**src/rtl/tf_pkg.sv**
```systemverilog
// Shared definitions for the tanh feeder MAC: word widths, Q-format
// constants, FSM state encoding and the signed lane multiplier.
package tf_pkg;

    localparam int WORD_LEN_DEF = 38;
    localparam int NUM_IN_DEF   = 4;
    localparam int TAP_W_DEF    = 10;

    // Weight is Q2.13, state is Q0.15, so the raw product is Q3.28.
    // The accumulator word is Q9.28, so no shift is needed when adding.
    localparam int W_WIDTH    = 16;
    localparam int X_WIDTH    = 16;
    localparam int PROD_WIDTH = W_WIDTH + X_WIDTH;
    localparam int PROD_FRAC  = 28;

    // The pipeline is S1 -> S2 -> accumulator. After the last beat the
    // drain counter runs 0,1,2, and the result is presented while it reads 2.
    localparam logic [1:0] DRAIN_LAST = 2'd2;

    typedef enum logic [1:0] {
        ST_IDLE  = 2'd0,
        ST_ACC   = 2'd1,
        ST_DRAIN = 2'd2
    } tfState_e;

    // Full-precision signed 16x16 product. Both operands are sign-extended
    // to the product width, so the low PROD_WIDTH bits are exact.
    function automatic logic [PROD_WIDTH-1:0] mulQ(
        input logic [W_WIDTH-1:0] w,
        input logic [X_WIDTH-1:0] x
    );
        logic signed [PROD_WIDTH-1:0] wExt;
        logic signed [PROD_WIDTH-1:0] xExt;
        wExt = {{X_WIDTH{w[W_WIDTH-1]}}, w};
        xExt = {{W_WIDTH{x[X_WIDTH-1]}}, x};
        return wExt * xExt;
    endfunction

endpackage

```
**src/rtl/tf_mac_lane.sv**
```systemverilog
// One MAC lane: S1 captures weight and state, S2 holds the Q3.28 product,
// and S3 sign-extends the product and adds it into a wrapping Q9.28 accumulator.
module tf_mac_lane
    import tf_pkg::*;
#(
    parameter int WORD_LEN = WORD_LEN_DEF
) (
    input  logic                clk,
    input  logic                clrn,
    input  logic                clear_i,
    input  logic                beat_i,
    input  logic [W_WIDTH-1:0]  w_i,
    input  logic [X_WIDTH-1:0]  x_i,
    output logic [WORD_LEN-1:0] acc_o
);

    localparam int EXT_W = WORD_LEN - PROD_WIDTH;

    logic                  s1Valid_q, s1Valid_d;
    logic [W_WIDTH-1:0]    w_q, w_d;
    logic [X_WIDTH-1:0]    x_q, x_d;
    logic                  s2Valid_q, s2Valid_d;
    logic [PROD_WIDTH-1:0] prod_q, prod_d;
    logic [WORD_LEN-1:0]   acc_q, acc_d;
    logic [WORD_LEN-1:0]   prodExt;

    // Each stage loads only when a valid beat reaches it, so gaps in the
    // input stream leave the pipeline untouched. A start-time clear empties it.
    always_comb begin
        prodExt   = {{EXT_W{prod_q[PROD_WIDTH-1]}}, prod_q};
        s1Valid_d = beat_i;
        w_d       = beat_i ? w_i : w_q;
        x_d       = beat_i ? x_i : x_q;
        s2Valid_d = s1Valid_q;
        prod_d    = s1Valid_q ? mulQ(w_q, x_q) : prod_q;
        acc_d     = s2Valid_q ? (acc_q + prodExt) : acc_q;
        if (clear_i) begin
            s1Valid_d = 1'b0;
            s2Valid_d = 1'b0;
            acc_d     = '0;
        end
    end

    // Pipeline and accumulator registers with synchronous active-low reset.
    always_ff @(posedge clk) begin
        if (!clrn) begin
            s1Valid_q <= 1'b0;
            w_q       <= '0;
            x_q       <= '0;
            s2Valid_q <= 1'b0;
            prod_q    <= '0;
            acc_q     <= '0;
        end else begin
            s1Valid_q <= s1Valid_d;
            w_q       <= w_d;
            x_q       <= x_d;
            s2Valid_q <= s2Valid_d;
            prod_q    <= prod_d;
            acc_q     <= acc_d;
        end
    end

    assign acc_o = acc_q;

endmodule

```
**src/rtl/tf_mac_acc.sv**
```systemverilog
// Top of the tanh feeder: the IDLE/ACC/DRAIN sequencer, the tap and drain
// counters and the beat handshake, driving NUM_IN parallel MAC lanes.
module tf_mac_acc
    import tf_pkg::*;
#(
    parameter int WORD_LEN = WORD_LEN_DEF,
    parameter int NUM_IN   = NUM_IN_DEF,
    parameter int TAP_W    = TAP_W_DEF
) (
    input  logic                       clk,
    input  logic                       clrn,
    input  logic                       start,
    input  logic [TAP_W-1:0]           num_taps,
    input  logic                       in_valid,
    output logic                       in_ready,
    input  logic [X_WIDTH-1:0]         XIN,
    input  logic [W_WIDTH*NUM_IN-1:0]  WBUS,
    output logic [WORD_LEN*NUM_IN-1:0] OBUS,
    output logic                       out_valid,
    output logic                       busy
);

    tfState_e         state_q, state_d;
    logic [TAP_W-1:0] count_q, count_d;
    logic [TAP_W-1:0] numTaps_q, numTaps_d;
    logic [1:0]       drainCnt_q, drainCnt_d;
    logic             beat;
    logic             clearAcc;

    // Next-state logic and handshake outputs. start is looked at only in
    // IDLE, so a start during a run or in the out_valid cycle has no effect.
    always_comb begin
        state_d    = state_q;
        count_d    = count_q;
        numTaps_d  = numTaps_q;
        drainCnt_d = drainCnt_q;
        clearAcc   = 1'b0;
        beat       = 1'b0;
        in_ready   = 1'b0;
        out_valid  = 1'b0;
        busy       = (state_q != ST_IDLE);
        unique case (state_q)
            ST_IDLE: begin
                if (start) begin
                    numTaps_d  = num_taps;
                    count_d    = '0;
                    drainCnt_d = '0;
                    clearAcc   = 1'b1;
                    state_d    = (num_taps != '0) ? ST_ACC : ST_DRAIN;
                end
            end
            ST_ACC: begin
                in_ready = (count_q < numTaps_q);
                beat     = in_valid && in_ready;
                if (beat) begin
                    count_d = count_q + TAP_W'(1);
                    if (count_d == numTaps_q) begin
                        drainCnt_d = '0;
                        state_d    = ST_DRAIN;
                    end
                end
            end
            ST_DRAIN: begin
                if (drainCnt_q == DRAIN_LAST) begin
                    out_valid = 1'b1;
                    state_d   = ST_IDLE;
                end else begin
                    drainCnt_d = drainCnt_q + 2'd1;
                end
            end
            default: begin
                state_d = ST_IDLE;
            end
        endcase
    end

    // Sequencer state and counters, cleared by the synchronous reset.
    always_ff @(posedge clk) begin
        if (!clrn) begin
            state_q    <= ST_IDLE;
            count_q    <= '0;
            numTaps_q  <= '0;
            drainCnt_q <= '0;
        end else begin
            state_q    <= state_d;
            count_q    <= count_d;
            numTaps_q  <= numTaps_d;
            drainCnt_q <= drainCnt_d;
        end
    end

    // Lane n takes its weight from WBUS slice n, shares the broadcast XIN
    // and drives OBUS slice n.
    for (genvar n = 0; n < NUM_IN; n++) begin : genLane
        tf_mac_lane #(
            .WORD_LEN (WORD_LEN)
        ) uLane (
            .clk     (clk),
            .clrn    (clrn),
            .clear_i (clearAcc),
            .beat_i  (beat),
            .w_i     (WBUS[W_WIDTH*n +: W_WIDTH]),
            .x_i     (XIN),
            .acc_o   (OBUS[WORD_LEN*n +: WORD_LEN])
        );
    end

endmodule

```
**config.mk**
```make
export PLATFORM = sky130hd
export DESIGN_NAME = tf_mac_acc
export DESIGN_NICKNAME = d
export VERILOG_FILES = /design/src/rtl/tf_pkg.sv /design/src/rtl/tf_mac_lane.sv /design/src/rtl/tf_mac_acc.sv
export SDC_FILE = /design/constraint.sdc
export NUM_CORES = 2
export LEC_CHECK = 0
export ABC_AREA = 1
export CORE_MARGIN = 3
export CORE_UTILIZATION = 65
export DETAILED_ROUTE_END_ITERATION = 16
export GPL_TIMING_DRIVEN = 1
export HOLD_SLACK_MARGIN = 0.05
export PLACE_DENSITY = 0.84
export SLEW_MARGIN = 40
export SYNTH_ARGS = -nofsm -noshare
export SYNTH_HDL_FRONTEND = slang
export SYNTH_SLANG_ARGS = --single-unit
```
**constraint.sdc**
```tcl
create_clock -name clk -period 7.4 [get_ports clk]
set_clock_uncertainty 0.2 [all_clocks]
set_input_delay 0.74 -clock clk [delete_from_list [all_inputs] [get_ports clk]]
set_output_delay 0.74 -clock clk [all_outputs]
set_load 0.01 [all_outputs]
```
# == Yosys cells after proc, flatten, opt, wreduce, memory -nomap -nowiden ==
# Cells that the tools add are included.
# Widths: inputs -> output; s select.
# word_totals
out_inout_bits,155
register_bits,386
in_bits,94
elab_cells,71
# op_classes
magnitude_cmp,1
mul,4
n_addsub,6
bitwise,1
n_reduce_logical,11
mux,20
eq_ne,9
# ops
cell,n
$add 38x38->38,4
$mul 16x16->32,4
$mux 10,2
$pmux 10 s2,1
$mux 2,9
$pmux 2 s3,2
$add 10x1->10 const B,1
$eq 10x10->1,1
$lt 10x10->1,1
$ne 2x2->1 const B,5
$reduce_bool 10->1,1
$mux 1,6
$reduce_and 5->1,1
$eq 2x2->1 const B,2
$reduce_and 4->1,1
$reduce_bool 2->1,2
$reduce_and 3->1,1
$reduce_bool 3->1,1
$add 2x1->2 const B,1
$eq 2x1->1 const B,1
$logic_not 2->1,1
$reduce_and 2->1,1
$reduce_or 2->1,1
$logic_and 1x1->1,1
$not 1->1,1

# == Logic depth before layout (Yosys ltp) ==
# logic_depth
ltp_word,5
mapped_depth,29
ltp_nobuf,27

# == Cells and area by module ==
# A second synthesis with hierarchy kept.
# unflattened
hier_cells,10029
area_unflattened_um2,69768.2
# by_module_without_submodules
mod,cells_each,area_per_inst_um2,n_inst
tf_mac_lane at genLane[0].uLane,2475,17182.7,1
tf_mac_lane at genLane[1].uLane,2435,17000.1,1
tf_mac_lane at genLane[3].uLane,2430,16982.5,1
tf_mac_lane at genLane[2].uLane,2435,16967.5,1
tf_mac_acc,254,1635.3,1

# == Least setup slack after synthesis ==
# OpenSTA, ideal clock, no wires.
# synth_path
path_type,reg2reg
start,reg genLane[1].uLane.w_q[15]
end,reg genLane[1].uLane.prod_q[29]
stages_incl_launch_ff,23
synth_period_minus_slack_ns,5.878
setup_slack_ns,1.522
arrival_time_ns,5.562
setup_time_ns,0.115
cell_sequence,dfxtp_1 > clkbuf_1 > clkbuf_1 > nand2_1 > inv_1 > fa_1 > fa_1 > fa_1 > fa_1 > fa_1 > inv_1 > fa_1 > inv_1 > ha_1 > nand2_1 > nor2_1 > inv_1 > nor3_1 > o21ai_0 > nand3_1 > nor2_1 > o21ai_0 > inv_1
# synth_via
elab_chain_cells,1
# synth_rtl
element,line,text
start: declaration,tf_mac_lane.sv:20,"logic [W_WIDTH-1:0] w_q, w_d;"
start signal: assignment,tf_mac_lane.sv:55,w_q <= w_d;
$mul 16x16->32,tf_pkg.sv:36,return wExt * xExt;
end signal: assignment,tf_mac_lane.sv:58,prod_q <= prod_d;
end: declaration,tf_mac_lane.sv:23,"logic [PROD_WIDTH-1:0] prod_q, prod_d;"
# Every way passes these cells.
# A chain may end at the register's enable or synchronous reset.

# == Final worst setup path ==
# layout_path
start,reg genLane[0].uLane.x_q[8]
end,reg genLane[0].uLane.prod_q[16]
# layout_via
elab_chain_cells,1
# layout_rtl
element,line,text
start: declaration,tf_mac_lane.sv:21,"logic [X_WIDTH-1:0] x_q, x_d;"
start signal: assignment,tf_mac_lane.sv:49,x_q <= '0;
start signal: assignment,tf_mac_lane.sv:56,x_q <= x_d;
$mul 16x16->32,tf_pkg.sv:36,
end signal: assignment,tf_mac_lane.sv:58,
end: declaration,tf_mac_lane.sv:23,
# Every way passes these cells.

==> results.py <==
metrics = {
    "die": {
        "start_util_pct": 66.1,
        "num_rows": 116,
        "die_area_um2": 107000,
        "core_um2": 101000,
        "die_w_um": 327,
        "die_h_um": 327,
        "ioPinCount": 249,
    },
    "sta": {
        "timing.final.hold_violations": 0,
        "min_period_ns": 6.85,
        "period_share_pct": 92.5,
        "slew_headroom_pct": 36.2,
        "rsz0062_at_grt": "no",
        "setup_viol": 0,
        "holdWs_ns": 0.293,
        "maxSlewViolCount": 0,
        "clock.fmax_ghz": 0.146,
        "worstMarginPinSlew_ns": 0.947,
        "setup_tns_ns": 0,
    },
    "power": {
        "leakagePower_nw": 40.9,
        "irDropWorstVdd_uv": 355,
        "p_per_area_nw_per_um2": 206,
    },
    "run": {
        "drv_cap": 0,
    },
    "placed_design": {
        "gp_congestion": 1.01,
        "postPlaceCellArea_um2": 70400,
        "placed_cells": 10800,
        "dp_hpwl_um": 170000,
        "numPortBuffers": 248,
    },
    "routing": {
        "vias": 61100,
        "first_iter_violations": 5950,
        "drc": 0,
        "wire_per_inst_um": 19.1,
        "viasPerCell": 5.60,
        "drt_first_pass_iters": 9,
        "antenna_left": 0,
        "wirelength_um": 208000,
    },
    "worst_setup_path": {
        "cp_max_fo": 26,
        "crit_path_end_kind": "flip-flop",
        "critPathKind": "reg2reg",
        "cpLargestDelayFamily": "adder cells",
        "worst-path-buf-inv": 8,
        "rrSetupSlack_ns": 0.55,
        "cp_cell_sequence": "buf_4, nand2_1, fa_1, inv_1, fa_1, inv_1, fa_1, inv_1, fa_1, inv_1, fa_1, fa_1, inv_1, ha_1, a21oi_1, inv_1, nor2_1, o21ai_0, a31oi_1, xor2_1, nand2_1, nand2_1, inv_1",
        "cp_common_cell": "inv_1",
        "crit_required_ns": 7.77,
        "cpPeakStageDelay_ns": 0.84,
        "cp_data_arrival_time_ns": 7.21,
        "crit_path_start_kind": "flip-flop",
        "crit_slowest_cell": "dfxtp_2",
    },
    "clock_network": {
        "tritoncts": "built",
        "path_clk_slew_ns": 0.06,
        "root_buffer": "clkbuf_16",
        "clk_path_buf_depth": 3,
        "clock_sinks": 386,
        "post_cts_buffers": 0,
        "holdBufCountCts": 0,
        "h-tree-depth": 2,
        "cts_inserted_buffers": 50,
        "cts.repair.resized": 0,
        "clkLatencyLatePin_ns": 0.67,
    },
    "layout": {
        "stdcell_area_um2": 72100,
        "final_cells": 10900,
        "syn_to_final_growth_pct": 7.96,
        "layout-drive-gt1-share_pct": 3.00,
        "fin_nets": 11100,
    },
    "yosys": {
        "async_reset_ff_share_pct": 0,
        "postSynthCellCount": 9479,
        "syn_nets": 11100,
        "yosysSeqAreaShare_pct": 11.6,
        "synth_top_cell_by_area": "fa_1",
        "netlist_area_um2": 66800,
        "ys_types": 51,
        "synthTopCellsByCount": "inv_1, nand2_1, nor2_1, fa_1, ha_1",
        "avgSynthCellArea_um2": 7.05,
        "synth_warnings": 0,
        "synth_top_area_share_pct": 31.5,
        "synth.most_common_cell": "inv_1",
        "synth_edf_count": 0,
        "ys_ff_latch": 386,
        "synth_ff_type": "dfxtp_1",
        "ys_top_cells_by_area": "fa_1, inv_1, dfxtp_1, nand2_1, ha_1",
    },
    "global_route": {
        "grt_max_degree": 92,
        "grt_pass1_wl_um": 331000,
        "grt.overflow.total": 0,
        "grt_pass1_vias": 62400,
        "antenna_found_initial": 5,
        "grtUsageTotal_pct": 39.2,
    },
    "outcome": {
        "outcome": "complete, no violations",
    },
    "min_path": {
        "hp-class": "reg2reg",
    },
}
==> cell families after synthesis <==
logic type	count (synthesis)	synth area share, %
AO/OA/AOI/OAI	1028	8.45
XOR/XNOR	171	2.26
AND/OR/NAND/NOR	3649	21.8
adder cells (fa/ha/maj)	1540	40.7
flip-flops	386	11.6
buffers and inverters	2705	15.3
==> where the power goes <==
| group | internal, mW | switching (mW) | total, mW |
|---|---|---|---|
| Clock | 1.45 | 1.14 | 2.59 |
| Sequential | 2.40 | 1.09 | 3.49 |
| Combinational | 3.12 | 5.64 | 8.75 |
==> worst paths after layout <==
kind / start / to / depth (start not counted)
setup / recovery: genLane[0].uLane.x_q[8]$_SDFFE_PN0P_ / genLane[0].uLane.prod_q[16]$_SDFFE_PN0P_ / 23
setup reg to reg: genLane[0].uLane.x_q[8]$_SDFFE_PN0P_ / genLane[0].uLane.prod_q[16]$_SDFFE_PN0P_ / 23
hold / removal: genLane[0].uLane.acc_o[0]$_SDFFE_PP0P_ / genLane[0].uLane.acc_o[0]$_SDFFE_PP0P_ / 2
hold reg to reg: genLane[0].uLane.acc_o[0]$_SDFFE_PP0P_ / genLane[0].uLane.acc_o[0]$_SDFFE_PP0P_ / 2
==> final cells by class <==
class	instances	area (µm²)
diodes	1	2.50
clock buffers	63	1350
clock inverters	29	348
fillers	8133	28900
inverters	2340	8790
multi-input cells	6388	48900
flip-flops and latches	386	7770
well taps	1357	1700
repair buffers	349	3290
==> metrics by stage <==
| step | total power, mW | setup slack (ns) | utilization [%] |
|---|---|---|---|
| final | 14.8 | 0.555 | 71.4 |
| after global routing | 15.9 | 0.250 | 71.4 |
| after CTS | 14.6 | 0.690 | 71.4 |
| after detailed placement | 12.0 | 0.753 | 69.7 |
| after global placement | 11.6 | 0.795 | 69.7 |
| after floorplan | 8.91 | 1.52 | - |
==> cell usage in the layout (no fill, tap or decap), drive strengths merged, types with 6 or more instances in the layout <==
cell,synthesis,final
inv,2339,2343
nand2,2020,2020
nor2,1135,1135
fa,1052,1052
o21ai,491,491
ha,488,488
dfxtp,386,386
a21oi,359,359
nand3,306,306
clkdlybuf4s50,0,247
xor2,126,126
buf,94,102
nand4,72,72
nor3,66,66
clkbuf,271,63
o21bai,56,56
xnor2,44,44
o211ai,43,43
a21o,25,25
or2,24,24
a31oi,22,22
clkinv,1,16
a31o,10,10
a21boi,9,9
nand3b,8,8
nor4,8,8
o21a,6,6
o221ai,6,6
clkinvlp,0,6
==> registers in the layout, summed over array words and instances, names as in the netlist <==
name / flops
genLane.uLane.acc_o: 152
genLane.uLane.prod_q: 128
genLane.uLane.w_q: 64
genLane.uLane.x_q: 16
count_q: 10
numTaps_q: 10
drainCnt_q: 2
state_q: 2
genLane.uLane.s2Valid_q: 1
genLane.uLane.s1Valid_q: 1
==> per-layer routing <==
layer / wire length [µm] / global-route usage (%) / vias to the layer above
met1: 85100 / 53.7 / 29200
met2: 90400 / 59.9 / 3093
met5: 34 / 0.181 / -
li1: - / - / 28200
met3: 23000 / 9.41 / 631
met4: 9630 / 16.1 / 6
==> worst min-delay path: stages, from the launching register on <==
cell and delay (ns):
dfxtp_1 0.33, nand2_1 0.07, a21oi_1 0.05
No activity file was read; power rests on OpenSTA's default activity.
